===== src/rtl/viterbi_acs.sv =====
// Add-compare-select / path-metric stage for a 4-state (K=3) Viterbi decoder.
// Define VITERBI_ACS_BEST_STATE_EN to build the registered minimum-metric state output.
module viterbi_acs #(
  parameter int unsigned PM_W    = 8,
  parameter int unsigned INIT_PM = 32,
  parameter int unsigned CNT_W   = 8
) (
  input  logic             clk,
  input  logic             rst,
  input  logic             refresh,
  input  logic             valid_in,
  input  logic [3:0]       branch_metric_00_0,
  input  logic [3:0]       branch_metric_00_1,
  input  logic [3:0]       branch_metric_01_0,
  input  logic [3:0]       branch_metric_01_1,
  input  logic [3:0]       branch_metric_10_0,
  input  logic [3:0]       branch_metric_10_1,
  input  logic [3:0]       branch_metric_11_0,
  input  logic [3:0]       branch_metric_11_1,
  output logic [PM_W-1:0]  pm_00,
  output logic [PM_W-1:0]  pm_01,
  output logic [PM_W-1:0]  pm_10,
  output logic [PM_W-1:0]  pm_11,
  output logic [3:0]       decision,
  output logic [1:0]       best_state,
  output logic [CNT_W-1:0] step_cnt,
  output logic             first_out,
  output logic             norm_evt,
  output logic             valid_out
);

  typedef enum logic {S_IDLE, S_RUN} state_t;

  localparam logic [PM_W-1:0] INIT_V = PM_W'(INIT_PM);

  state_t            r_state;
  state_t            w_state_nxt;
  logic [PM_W-1:0]   r_pm [4];
  logic [3:0]        r_decision;
  logic [CNT_W-1:0]  r_step_cnt;
  logic              r_first;
  logic              r_norm;
  logic              r_valid;
  logic [1:0]        r_best;

  logic [3:0]        w_bm [4][2];
  logic [PM_W-1:0]   w_base [4];
  logic [PM_W:0]     w_cand0 [4];
  logic [PM_W:0]     w_cand1 [4];
  logic [PM_W-1:0]   w_sat0 [4];
  logic [PM_W-1:0]   w_sat1 [4];
  logic [PM_W-1:0]   w_sel [4];
  logic [PM_W-1:0]   w_new [4];
  logic [3:0]        w_dec;
  logic              w_norm;
  logic              w_first;

  assign w_bm[0][0] = branch_metric_00_0;
  assign w_bm[0][1] = branch_metric_00_1;
  assign w_bm[1][0] = branch_metric_01_0;
  assign w_bm[1][1] = branch_metric_01_1;
  assign w_bm[2][0] = branch_metric_10_0;
  assign w_bm[2][1] = branch_metric_10_1;
  assign w_bm[3][0] = branch_metric_11_0;
  assign w_bm[3][1] = branch_metric_11_1;

  // A refresh coinciding with a valid step runs the ACS from the init metrics.
  always_comb begin
    w_base[0] = refresh ? '0 : r_pm[0];
    w_base[1] = refresh ? INIT_V : r_pm[1];
    w_base[2] = refresh ? INIT_V : r_pm[2];
    w_base[3] = refresh ? INIT_V : r_pm[3];
  end

  // Next state s' = {b, s[1]}: predecessors {s'[0],0} and {s'[0],1}, input b = s'[1].
  always_comb begin
    w_dec = '0;
    for (int unsigned s = 0; s < 4; s++) begin
      w_cand0[s] = {1'b0, w_base[(s % 2) * 2]}
                 + (PM_W+1)'(w_bm[(s % 2) * 2][s / 2]);
      w_cand1[s] = {1'b0, w_base[(s % 2) * 2 + 1]}
                 + (PM_W+1)'(w_bm[(s % 2) * 2 + 1][s / 2]);
      w_sat0[s]  = w_cand0[s][PM_W] ? '1 : w_cand0[s][PM_W-1:0];
      w_sat1[s]  = w_cand1[s][PM_W] ? '1 : w_cand1[s][PM_W-1:0];
      w_dec[s]   = (w_sat1[s] < w_sat0[s]);
      w_sel[s]   = w_dec[s] ? w_sat1[s] : w_sat0[s];
    end
  end

  assign w_norm = w_sel[0][PM_W-1] & w_sel[1][PM_W-1]
                & w_sel[2][PM_W-1] & w_sel[3][PM_W-1];

  always_comb begin
    for (int unsigned s = 0; s < 4; s++) begin
      w_new[s] = w_norm ? {1'b0, w_sel[s][PM_W-2:0]} : w_sel[s];
    end
  end

  assign w_first = refresh || (r_state == S_IDLE);

  always_comb begin
    w_state_nxt = r_state;
    if (valid_in) begin
      w_state_nxt = S_RUN;
    end else if (refresh) begin
      w_state_nxt = S_IDLE;
    end
  end

  always_ff @(posedge clk) begin
    if (rst) begin
      r_state <= S_IDLE;
    end else begin
      r_state <= w_state_nxt;
    end
  end

  always_ff @(posedge clk) begin
    if (rst) begin
      r_pm[0]    <= '0;
      r_pm[1]    <= INIT_V;
      r_pm[2]    <= INIT_V;
      r_pm[3]    <= INIT_V;
      r_decision <= '0;
      r_step_cnt <= '0;
      r_first    <= 1'b0;
      r_norm     <= 1'b0;
      r_valid    <= 1'b0;
    end else begin
      r_valid <= valid_in;
      r_first <= 1'b0;
      r_norm  <= 1'b0;
      if (valid_in) begin
        for (int unsigned s = 0; s < 4; s++) begin
          r_pm[s] <= w_new[s];
        end
        r_decision <= w_dec;
        r_norm     <= w_norm;
        r_first    <= w_first;
        r_step_cnt <= w_first ? '0 : r_step_cnt + CNT_W'(1);
      end else if (refresh) begin
        r_pm[0]    <= '0;
        r_pm[1]    <= INIT_V;
        r_pm[2]    <= INIT_V;
        r_pm[3]    <= INIT_V;
        r_step_cnt <= '0;
      end
    end
  end

`ifdef VITERBI_ACS_BEST_STATE_EN
  logic [1:0]      w_min01;
  logic [1:0]      w_min23;
  logic [PM_W-1:0] w_v01;
  logic [PM_W-1:0] w_v23;
  logic [1:0]      w_best;

  // Strict less-than keeps the lower index on ties at every level of the tree.
  always_comb begin
    w_min01 = (w_new[1] < w_new[0]) ? 2'd1 : 2'd0;
    w_v01   = (w_new[1] < w_new[0]) ? w_new[1] : w_new[0];
    w_min23 = (w_new[3] < w_new[2]) ? 2'd3 : 2'd2;
    w_v23   = (w_new[3] < w_new[2]) ? w_new[3] : w_new[2];
    w_best  = (w_v23 < w_v01) ? w_min23 : w_min01;
  end

  always_ff @(posedge clk) begin
    if (rst) begin
      r_best <= '0;
    end else if (valid_in) begin
      r_best <= w_best;
    end
  end
`else
  assign r_best = '0;
`endif

  assign pm_00      = r_pm[0];
  assign pm_01      = r_pm[1];
  assign pm_10      = r_pm[2];
  assign pm_11      = r_pm[3];
  assign decision   = r_decision;
  assign best_state = r_best;
  assign step_cnt   = r_step_cnt;
  assign first_out  = r_first;
  assign norm_evt   = r_norm;
  assign valid_out  = r_valid;

endmodule


===== config.mk =====
export PLATFORM = sky130hd
export DESIGN_NAME = viterbi_acs
export DESIGN_NICKNAME = d
export VERILOG_FILES = /design/src/rtl/viterbi_acs.sv
export SDC_FILE = /design/constraint.sdc
export NUM_CORES = 1
export LEC_CHECK = 0
export ABC_AREA = 0
export BUFFER_PORTS_ARGS = -buffer_cell sky130_fd_sc_hd__buf_4
export CAP_MARGIN = 15
export CORE_MARGIN = 4
export CORE_UTILIZATION = 53
export CTS_CLUSTER_SIZE = 20
export DETAILED_ROUTE_END_ITERATION = 8
export GPL_TIMING_DRIVEN = 0
export PLACE_DENSITY_LB_ADDON = 0.25
export SLEW_MARGIN = 30
export SYNTH_ARGS = -nofsm -noshare
export SYNTH_HDL_FRONTEND = slang
export SYNTH_SLANG_ARGS = --single-unit

===== constraint.sdc =====
create_clock -name clk -period 6.55 [get_ports clk]
set_input_delay 0.9825 -clock clk [delete_from_list [all_inputs] [get_ports clk]]
set_output_delay 0.9825 -clock clk [all_outputs]
set_load 0.1 [all_outputs]

==> metrics.md, run 1 <==
| Metric | Value |
|---|---|
| Top-Level Pins | `85` |
| Unique masters post-synth | `78` |
| Critical Path RT | `6.76 ns` |
| Overall Power | `1.297 mW` |
| Top cells by area, synth | `ha_1 13%, dfxtp_1 12%, edfxtp_1 9.1%, xnor2_1 5.5%, nor2_1 5.1%` |
| Switching power | `0.6268 mW` |
| Drt wl/cell | `17.41 um` |
| Initial core utilization | `54.09%` |
| Fillers | `a little over 900` |
| Final hold viol count | `0` |
| Syn Area/Cell | `7.926 um^2` |
| Seq cells post-synth | `48` |
| Multiplexer area fraction after synthesis | `approximately 3.6%` |
| Num CTS Buffers | `5` |
| Synth Area in Adders | `approximately 13%` |
| Finished Layout Cells | `883` |
| Clock network fraction of total power | `14.3%` |
| Ys Warns | `0` |
| Area grow syn2layout | `16.19%` |
| Placed Instance Area | `about 6000 um^2` |
| R2R setup slack | `1.76 ns` |
| Post-route cell area | `6115 um^2` |
| Worst-Margin Slew | `0.8561 ns` |
| Final Max Tran Viols | `0` |
| Setup TNS | `0 ns` |
| Worst Skew | `0.01495 ns` |
| Final min period | `6.257 ns` |
| RSZ-0062 raised after global routing | `no` |
| Largest family of logic cells by synthesized area | `compound AO/OA/AOI/OAI gates` |
| Post-CTS setup buffers | `0` |
| Combinational share of power | `a little under three fifths` |
| Nets | `838` |
| Seq/Total Area, Yosys | `21.30%` |
| Clock sinks | `48` |
| CTS hold repair buffers | `0` |
| Num rows | `36` |
| Drt total wl | `15,380 um` |
| Deepest clock path buffer count | `2` |
| Util after Layout | `62.85%` |
| Clock Latency Late Sink | `around 0.30 ns` |
| Via density | `6.077` |
| Gp weighted congestion | `around 0.91` |
| DP HPWL | `12,320 um` |
| GRT Util Overall | `26.46%` |
| Hold WS | `0.4729 ns` |
| Ant diodes | `0` |
| Synth Cell Area | `5263 um^2` |
| Crit. End Element | `register` |
| # Max-Cap Violations | `0` |
| Htree depth | `2` |
| Cts repair resizes | `3` |
| Xor and xnor area share after synthesis | `7.822%` |
| Status | `finished clean` |
| # setup viols final | `0` |
| Crit-path max FO | `19` |
| Detailed Routing Iterations Pass 1 | `5` |
| Async S/R FF share, synth | `0%` |
| Fraction of synthesized cell area taken by the top area cell type | `between 10% and 20%` |
| Full die area | `around 12,000 um^2` |
| Vias in the first global route | `5,172` |
| Number of DRC markers in iteration 0 | `340` |
| Post-synth EDFFs | `16` |
| Most used DFF post-synth | `dfxtp_1` |
| Crit Path Class | `in2reg` |
| Switching share of power | `48.31%` |
| PD cells | `212.2 nW/um^2` |
| Cell type with the largest total area after synthesis | `ha_1` |
| I/O Buffers | `~80` |
| Share of layout cells above drive strength 1 | `17.33%` |
| Synth Area in Simple Gates | `24.92%` |
| Count leader, synth | `nor2_1` |
| Period utilisation layout | `95.53%` |
| Synth Instances | `664` |
| Synth cell count leaders | `71 x nor2_1, 53 x ha_1, 44 x nand2_1` |
| Initial antenna violation count | `0` |
| WP data arrival | `6.47 ns` |
| Internal Power | `roughly 0.67 mW` |
| GR Overflow Total | `0` |
| Peak supply drop | `about 0.15 mV` |
| DP Worst Slack | `-0.8036 ns` |
| Final setup margin | `between 0.2 and 0.3 ns` |
| Routed vias | `between 5,000 and 6,000` |
| Seq pwr share | `29.0%` |
| Die W | `107.6 um` |
| Global-route wire length before repair | `~25,000 um` |
| F_max | `159.8 MHz` |
| CTS tree | `done` |
| Standby leakage power | `2.607 nW` |
| Critical Path Start Type | `input pin` |
| Core box area | `9729 um^2` |
| Worst hold path type | `reg2reg` |
| DP Cell Count | `876` |
| Compound-Gate Fraction of Synth Area | `about a quarter` |
| Root Buffer Master | `clkbuf_8` |
| Die Y | `~110 um` |
| Worst rel slew slack | `between 40% and 50%` |
| Largest net degree at the start of global routing | `20` |
| CTS clock-pin slew for the worst setup and hold paths | `0.09 ns` |
| Post-DRT Antenna Nets | `0` |
| Remaining routing DRC violations | `0` |
cells by family (layout without fill, tap and decap cells):
logic type | count (synthesis) | in the layout
xor gates and xnor gates | 47 | 47
AOI/OAI and AO/OA | 188 | 188
buffers and inverters | 46 | 131
other | 1 | 2
muxes | 19 | 19
and+or+nand+nor | 260 | 260
adders and majority gates | 55 | 55
DFF | 48 | 48
placed cells by master, fill, tap and decap left out, types with 20 or more instances in the layout:
cell type and count:
buf_4 81, nor2_1 71, ha_1 53, nand2_1 44
o21ai_0 42, a21oi_1 39, xnor2_1 33, dfxtp_1 32
nor3_1 29, nor2b_1 25, nand3_1 22, inv_1 20
layer usage:
layer / routed length (um) / global-route usage [%]
met1: 7048 / 35.93
met2: 6960 / 43.56
met3: 1003 / 4.019
met5: 0 / 0
met4: 361 / 7.574
critical path, stage by stage:
cell      delay [ns]
buf_4           0.16
buf_6           0.19
buf_6           0.18
buf_4           0.28
clkbuf_2        0.33
clkbuf_2        0.35
nor2b_1         0.13
ha_1            0.24
ha_1            0.24
a221o_1         0.30
a41oi_1         0.44
nor2_1          0.23
nor2_1          0.22
ha_1            0.27
a211o_1         0.31
nor2_1          0.09
nand2_1         0.07
o31ai_1         0.60
nand2_1         0.13
o32ai_1         0.35
nor3_1          0.10
o32ai_1         0.24
state kept, by name, indices dropped and copies added, names as in the netlist:
| signal | count |
|---|---|
| r_pm | 32 |
| decision | 4 |
| first_out | 1 |
| norm_evt | 1 |
| r_state | 1 |
| valid_out | 1 |
| step_cnt | 8 |
layout make-up:
type / instances / area [um^2] / area share, %
buffer: 25 / 128.9 / 2.108
clock inverter: 2 / 13.76 / 0.2251
timing repair buffer: 78 / 585.6 / 9.576
inverter: 20 / 75.07 / 1.228
clock buffer: 6 / 82.58 / 1.351
tap: 133 / 166.4 / 2.722
multi-input combinational: 571 / 3941 / 64.46
sequential: 48 / 1121 / 18.33
path summary, 6_finish.rpt:
path | from | to | cells past startpoint
worst max-delay path | refresh | r_pm[3][7] | 22
worst min-delay path | decision[2] | decision[2] | 2
worst min register to register | decision[2] | decision[2] | 2
worst max register to register | r_pm[1][1] | r_pm[3][7] | 16
power by group through the flow:
stage / Combinational (mW) / Clock (mW) / Sequential (mW)
floorplan: 0.378 / 0 / 0.559
global placement: 0.713 / 0 / 0.380
detailed placement: 0.727 / 0 / 0.382
CTS: 0.731 / 0.190 / 0.375
global route: 0.793 / 0.202 / 0.380
finish: 0.736 / 0.186 / 0.376
Note: power is estimated with default switching activity, not from simulation.
==> inputs of run 2 (changes only) <==
--- a/config.mk
+++ b/config.mk
@@ -5,7 +5,7 @@
 export SDC_FILE = /design/constraint.sdc
 export NUM_CORES = 1
 export LEC_CHECK = 0
-export ABC_AREA = 0
+export ABC_AREA = 1
 export BUFFER_PORTS_ARGS = -buffer_cell sky130_fd_sc_hd__buf_4
 export CAP_MARGIN = 15
 export CORE_MARGIN = 4
==> run 2 against run 1 <==
Effect of this change: sequential power rose by 5.6%; combinational power rose by 28%; sequential share of layout area rose by 0.31 points; critical path type unchanged; global-route usage fell by 1.6 points; die area shrank 1.9%; cell count increased by 17%; count of clock-buffer cells in the layout did not move; synthesized cell count up 23%; utilization is 1.3 points higher; hold slack worse by 0.036 ns; critical path depth unchanged; clock skew decreased by 0.0052 ns.
==> metrics.md, run 2 <==
| Metric | Value |
|---|---|
| Status | `finished clean (unchanged)` |
| Final hold viol count | `0 (unchanged)` |
| Clock Latency Late Sink | `0.31 ns (was 0.30 ns)` |
| Standby leakage power | `3.221 nW (was 2.607 nW)` |
| PD cells | `252.9 nW/um^2 (was 212.2 nW/um^2)` |
| Detailed Routing Iterations Pass 1 | `5 (unchanged)` |
| Worst hold path startpoint | `r_state (was decision[2])` |
| GRT Util Overall | `24.82% (was 26.46%)` |
| Seq cells post-synth | `48 (unchanged)` |
| Worst hold path type | `reg2reg (unchanged)` |
| Count leader, synth | `nand2_1 (was nor2_1)` |
| Seq/Total Area, Yosys | `21.76% (was 21.30%)` |
| Most used DFF post-synth | `dfxtp_1 (unchanged)` |
| DP HPWL | `11,540 um (was 12,320 um)` |
| Share of layout cells above drive strength 1 | `16.52% (was 17.33%)` |
| Via density | `5.230 (was 6.077)` |
| F_max | `199.6 MHz (was 159.8 MHz)` |
| Full die area | `11,360 um^2 (was 11,590 um^2)` |
| Drt wl/cell | `13.78 um (was 17.41 um)` |
| Async S/R FF share, synth | `0% (unchanged)` |
| Num rows | `35 (was 36)` |
| WP data arrival | `5.07 ns (was 6.47 ns)` |
| Routed vias | `5,424 (was 5,366)` |
| Most frequent cells in the layout | `197 x nand2_1, 162 x inv_1, 83 x buf_4 (was 81 x buf_4, 71 x nor2_1, 53 x ha_1)` |
| Top cells by area, synth | `nand2_1 14%, ha_1 13%, dfxtp_1 12%, inv_1 12%, edfxtp_1 9.3% (was ha_1 13%, dfxtp_1 12%, edfxtp_1 9.1%, xnor2_1 5.5%, nor2_1 5.1%)` |
| Syn Area/Cell | `6.299 um^2 (was 7.926 um^2)` |
| Fillers | `974 (was 913)` |
| Clock sinks | `48 (unchanged)` |
| Remaining routing DRC violations | `0 (unchanged)` |
| Initial core utilization | `54.98% (was 54.09%)` |
| Crit-path cells | `buf_6 -> clkbuf_1 -> clkbuf_1 -> nor2_1 -> ha_1 -> ha_1 -> inv_1 -> nand2_1 -> inv_1 -> o21ai_2 -> nand2_1 -> inv_1 -> a21oi_1 -> o21ai_0 -> ha_1 -> a21oi_1 -> nor2_1 -> a211oi_1 -> nand2_2 -> buf_2 -> o21ai_0 -> a21oi_1 (was buf_4 -> buf_6 -> buf_6 -> buf_4 -> clkbuf_2 -> clkbuf_2 -> nor2b_1 -> ha_1 -> ha_1 -> a221o_1 -> a41oi_1 -> nor2_1 -> nor2_1 -> ha_1 -> a211o_1 -> nor2_1 -> nand2_1 -> o31ai_1 -> nand2_1 -> o32ai_1 -> nor3_1 -> o32ai_1)` |
| Max FFs per register | `32 (unchanged)` |
| RSZ-0062 raised after global routing | `no (unchanged)` |
| Crit. End Element | `register (unchanged)` |
| Largest net degree at the start of global routing | `18 (was 20)` |
| # Max-Cap Violations | `0 (unchanged)` |
| Fraction of synthesized cell area taken by the top area cell type | `14.35% (was 12.60%)` |
| Largest Register | `r_pm (unchanged)` |
| Critical Path RT | `6.60 ns (was 6.76 ns)` |
| Root Buffer Master | `clkbuf_8 (unchanged)` |
| Die W | `106.6 um (was 107.6 um)` |
| Global-route wire length before repair | `22,740 um (was 24,920 um)` |
| Ys Warns | `0 (unchanged)` |
| Critical Path Start Type | `input pin (unchanged)` |
| CP startpoint | `refresh (unchanged)` |
| Commonest non-fill, non-tap cell in the layout | `nand2_1 (was buf_4)` |
| Met3 routed WL | `804 um (was 1003 um)` |
| Synth Cell Area | `5152 um^2 (was 5263 um^2)` |
| Hold WS | `0.4368 ns (was 0.4729 ns)` |
| Area grow syn2layout | `16.68% (was 16.19%)` |
| Worst-Margin Slew | `0.7801 ns (was 0.8561 ns)` |
| CTS hold repair buffers | `0 (unchanged)` |
| Deepest clock path buffer count | `2 (unchanged)` |
| Peak supply drop | `0.1811 mV (was 0.1547 mV)` |
| Initial antenna violation count | `0 (unchanged)` |
| Post-synth EDFFs | `16 (unchanged)` |
| Post-CTS setup buffers | `0 (unchanged)` |
| Top-Level Pins | `85 (unchanged)` |
| Final min period | `5.011 ns (was 6.257 ns)` |
| # setup viols final | `0 (unchanged)` |
| GR Overflow Total | `0 (unchanged)` |
| Synth Instances | `818 (was 664)` |
| CTS tree | `done (unchanged)` |
| Setup TNS | `0 ns (unchanged)` |
| Worst R2R Start | `r_pm[3][0] (was r_pm[1][1])` |
| Final Max Tran Viols | `0 (unchanged)` |
| Unique masters post-synth | `45 (was 78)` |
| Period utilisation layout | `76.50% (was 95.53%)` |
| CTS clock-pin slew for the worst setup and hold paths | `0.09 ns (about the same)` |
| Slowest stage delay, CP | `0.65 ns (was 0.60 ns)` |
| Nets | `996 (was 838)` |
| Ant diodes | `0 (unchanged)` |
| Synth cell count leaders | `197 x nand2_1, 162 x inv_1, 72 x nor2_1 (was 71 x nor2_1, 53 x ha_1, 44 x nand2_1)` |
| I/O Buffers | `81 (was 78)` |
| Sequential Area | `1121 um^2 (unchanged)` |
| Htree depth | `2 (unchanged)` |
| Max layer used | `met4 (unchanged)` |
| Worst Skew | `0.009766 ns (was 0.01495 ns)` |
| Cell type with the largest total area after synthesis | `nand2_1 (was ha_1)` |
| Worst rel slew slack | `47.99% (was 42.49%)` |
| Gp weighted congestion | `0.9646 (was 0.9126)` |
| Die Y | `106.6 um (was 107.6 um)` |
| Post-DRT Antenna Nets | `0 (unchanged)` |
| Num CTS Buffers | `5 (unchanged)` |
| Met1 WL | `6159 um (was 7048 um)` |
| CP max-delay cell | `clkbuf_1 (was o31ai_1)` |
| Number of DRC markers in iteration 0 | `284 (was 340)` |
| Met2 WL | `6930 um (was 6960 um)` |
| Cts repair resizes | `0 (was 3)` |
| Vias in the first global route | `4,832 (was 5,172)` |
| Crit Path Class | `in2reg (unchanged)` |
| Crit-path max FO | `10 (was 19)` |
| Multi-input logic area | `3286 um^2 (was 3941 um^2)` |
| Drt total wl | `14,290 um (was 15,380 um)` |
| Core box area | `9371 um^2 (was 9729 um^2)` |
==> run 2: changes by cell type after synthesis, sizes merged, moves of 18 or more <==
| cell | change |
|---|---|
| xnor2 | -30 |
| nand2b | -18 |
| nand3 | +30 |
| mux2i | -18 |
| nor3 | -21 |
| o21ai | +28 |
| inv | +146 |
| nor2b | -26 |
| nand2 | +169 |
==> run 2: stage by stage <==
stage | utilization, % | instance area (um^2) | std cells | worst slack [ns] | total power [mW]
2_1_floorplan | - | 5156 | 819 | 2.294 | 1.125
3_3_place_gp | 63.23 | 5926 | 1029 | 1.316 | 1.322
3_5_place_dp | 63.23 | 5926 | 1029 | 1.263 | 1.333
4_1_cts | 64.14 | 6011 | 1037 | 1.582 | 1.519
5_1_grt | 64.15 | 6012 | 1037 | 1.217 | 1.625
6_report | 64.15 | 6012 | 1037 | 1.539 | 1.521
==> run 2: logic make-up (layout without fill, tap and decap cells) <==
kind of cell | Yosys count | count (layout) | synth area share [%]
simple gates | 364 | 364 | 31.08
buf+inv | 182 | 271 | 14.55
other cells | 1 | 2 | 0.07278
compound gates | 154 | 154 | 16.95
fa+ha+maj | 53 | 53 | 12.87
xor+xnor | 16 | 16 | 2.720
flops | 48 | 48 | 21.76
==> run 2: worst paths after layout <==
path	endpoint	slack (ns)	cells past startpoint
worst max-delay path	r_pm[1][3]	1.54	22
worst min-delay path	first_out	0.44	1
worst max register to register	r_pm[1][3]	3.07	20
worst min register to register	first_out	0.44	1
==> run 2: final cells by class <==
class / instances / area share, %
Multi-Input combinational cell: 589 / 54.65
Inverter: 166 / 10.49
Sequential cell: 48 / 18.65
Clock inverter: 2 / 0.2081
Buffer: 16 / 1.998
Clock buffer: 6 / 1.207
Timing Repair Buffer: 81 / 10.11
Tap cell: 129 / 2.685
==> run 2: report_power, final <==
part	switching, mW	internal [mW]	leakage (nW)
Combinational	0.685	0.254	2.74
Sequential	0.0431	0.354	0.440
Clock	0.109	0.0750	0.0412
==> run 2: layer usage <==
metal  vias up  global-route usage (%)
li1       2803                       -
met4         0                   7.580
met3        27                   1.987
met2       172                   44.78
met5         -                       0
met1      2422                   31.40
==> run 2: critical path, delay by kind of cell <==
kind / cells / cell delay, ns
buf+inv: 7 / 1.64
compound gates: 7 / 1.00
fa+ha+maj: 3 / 0.79
simple gates: 5 / 0.64
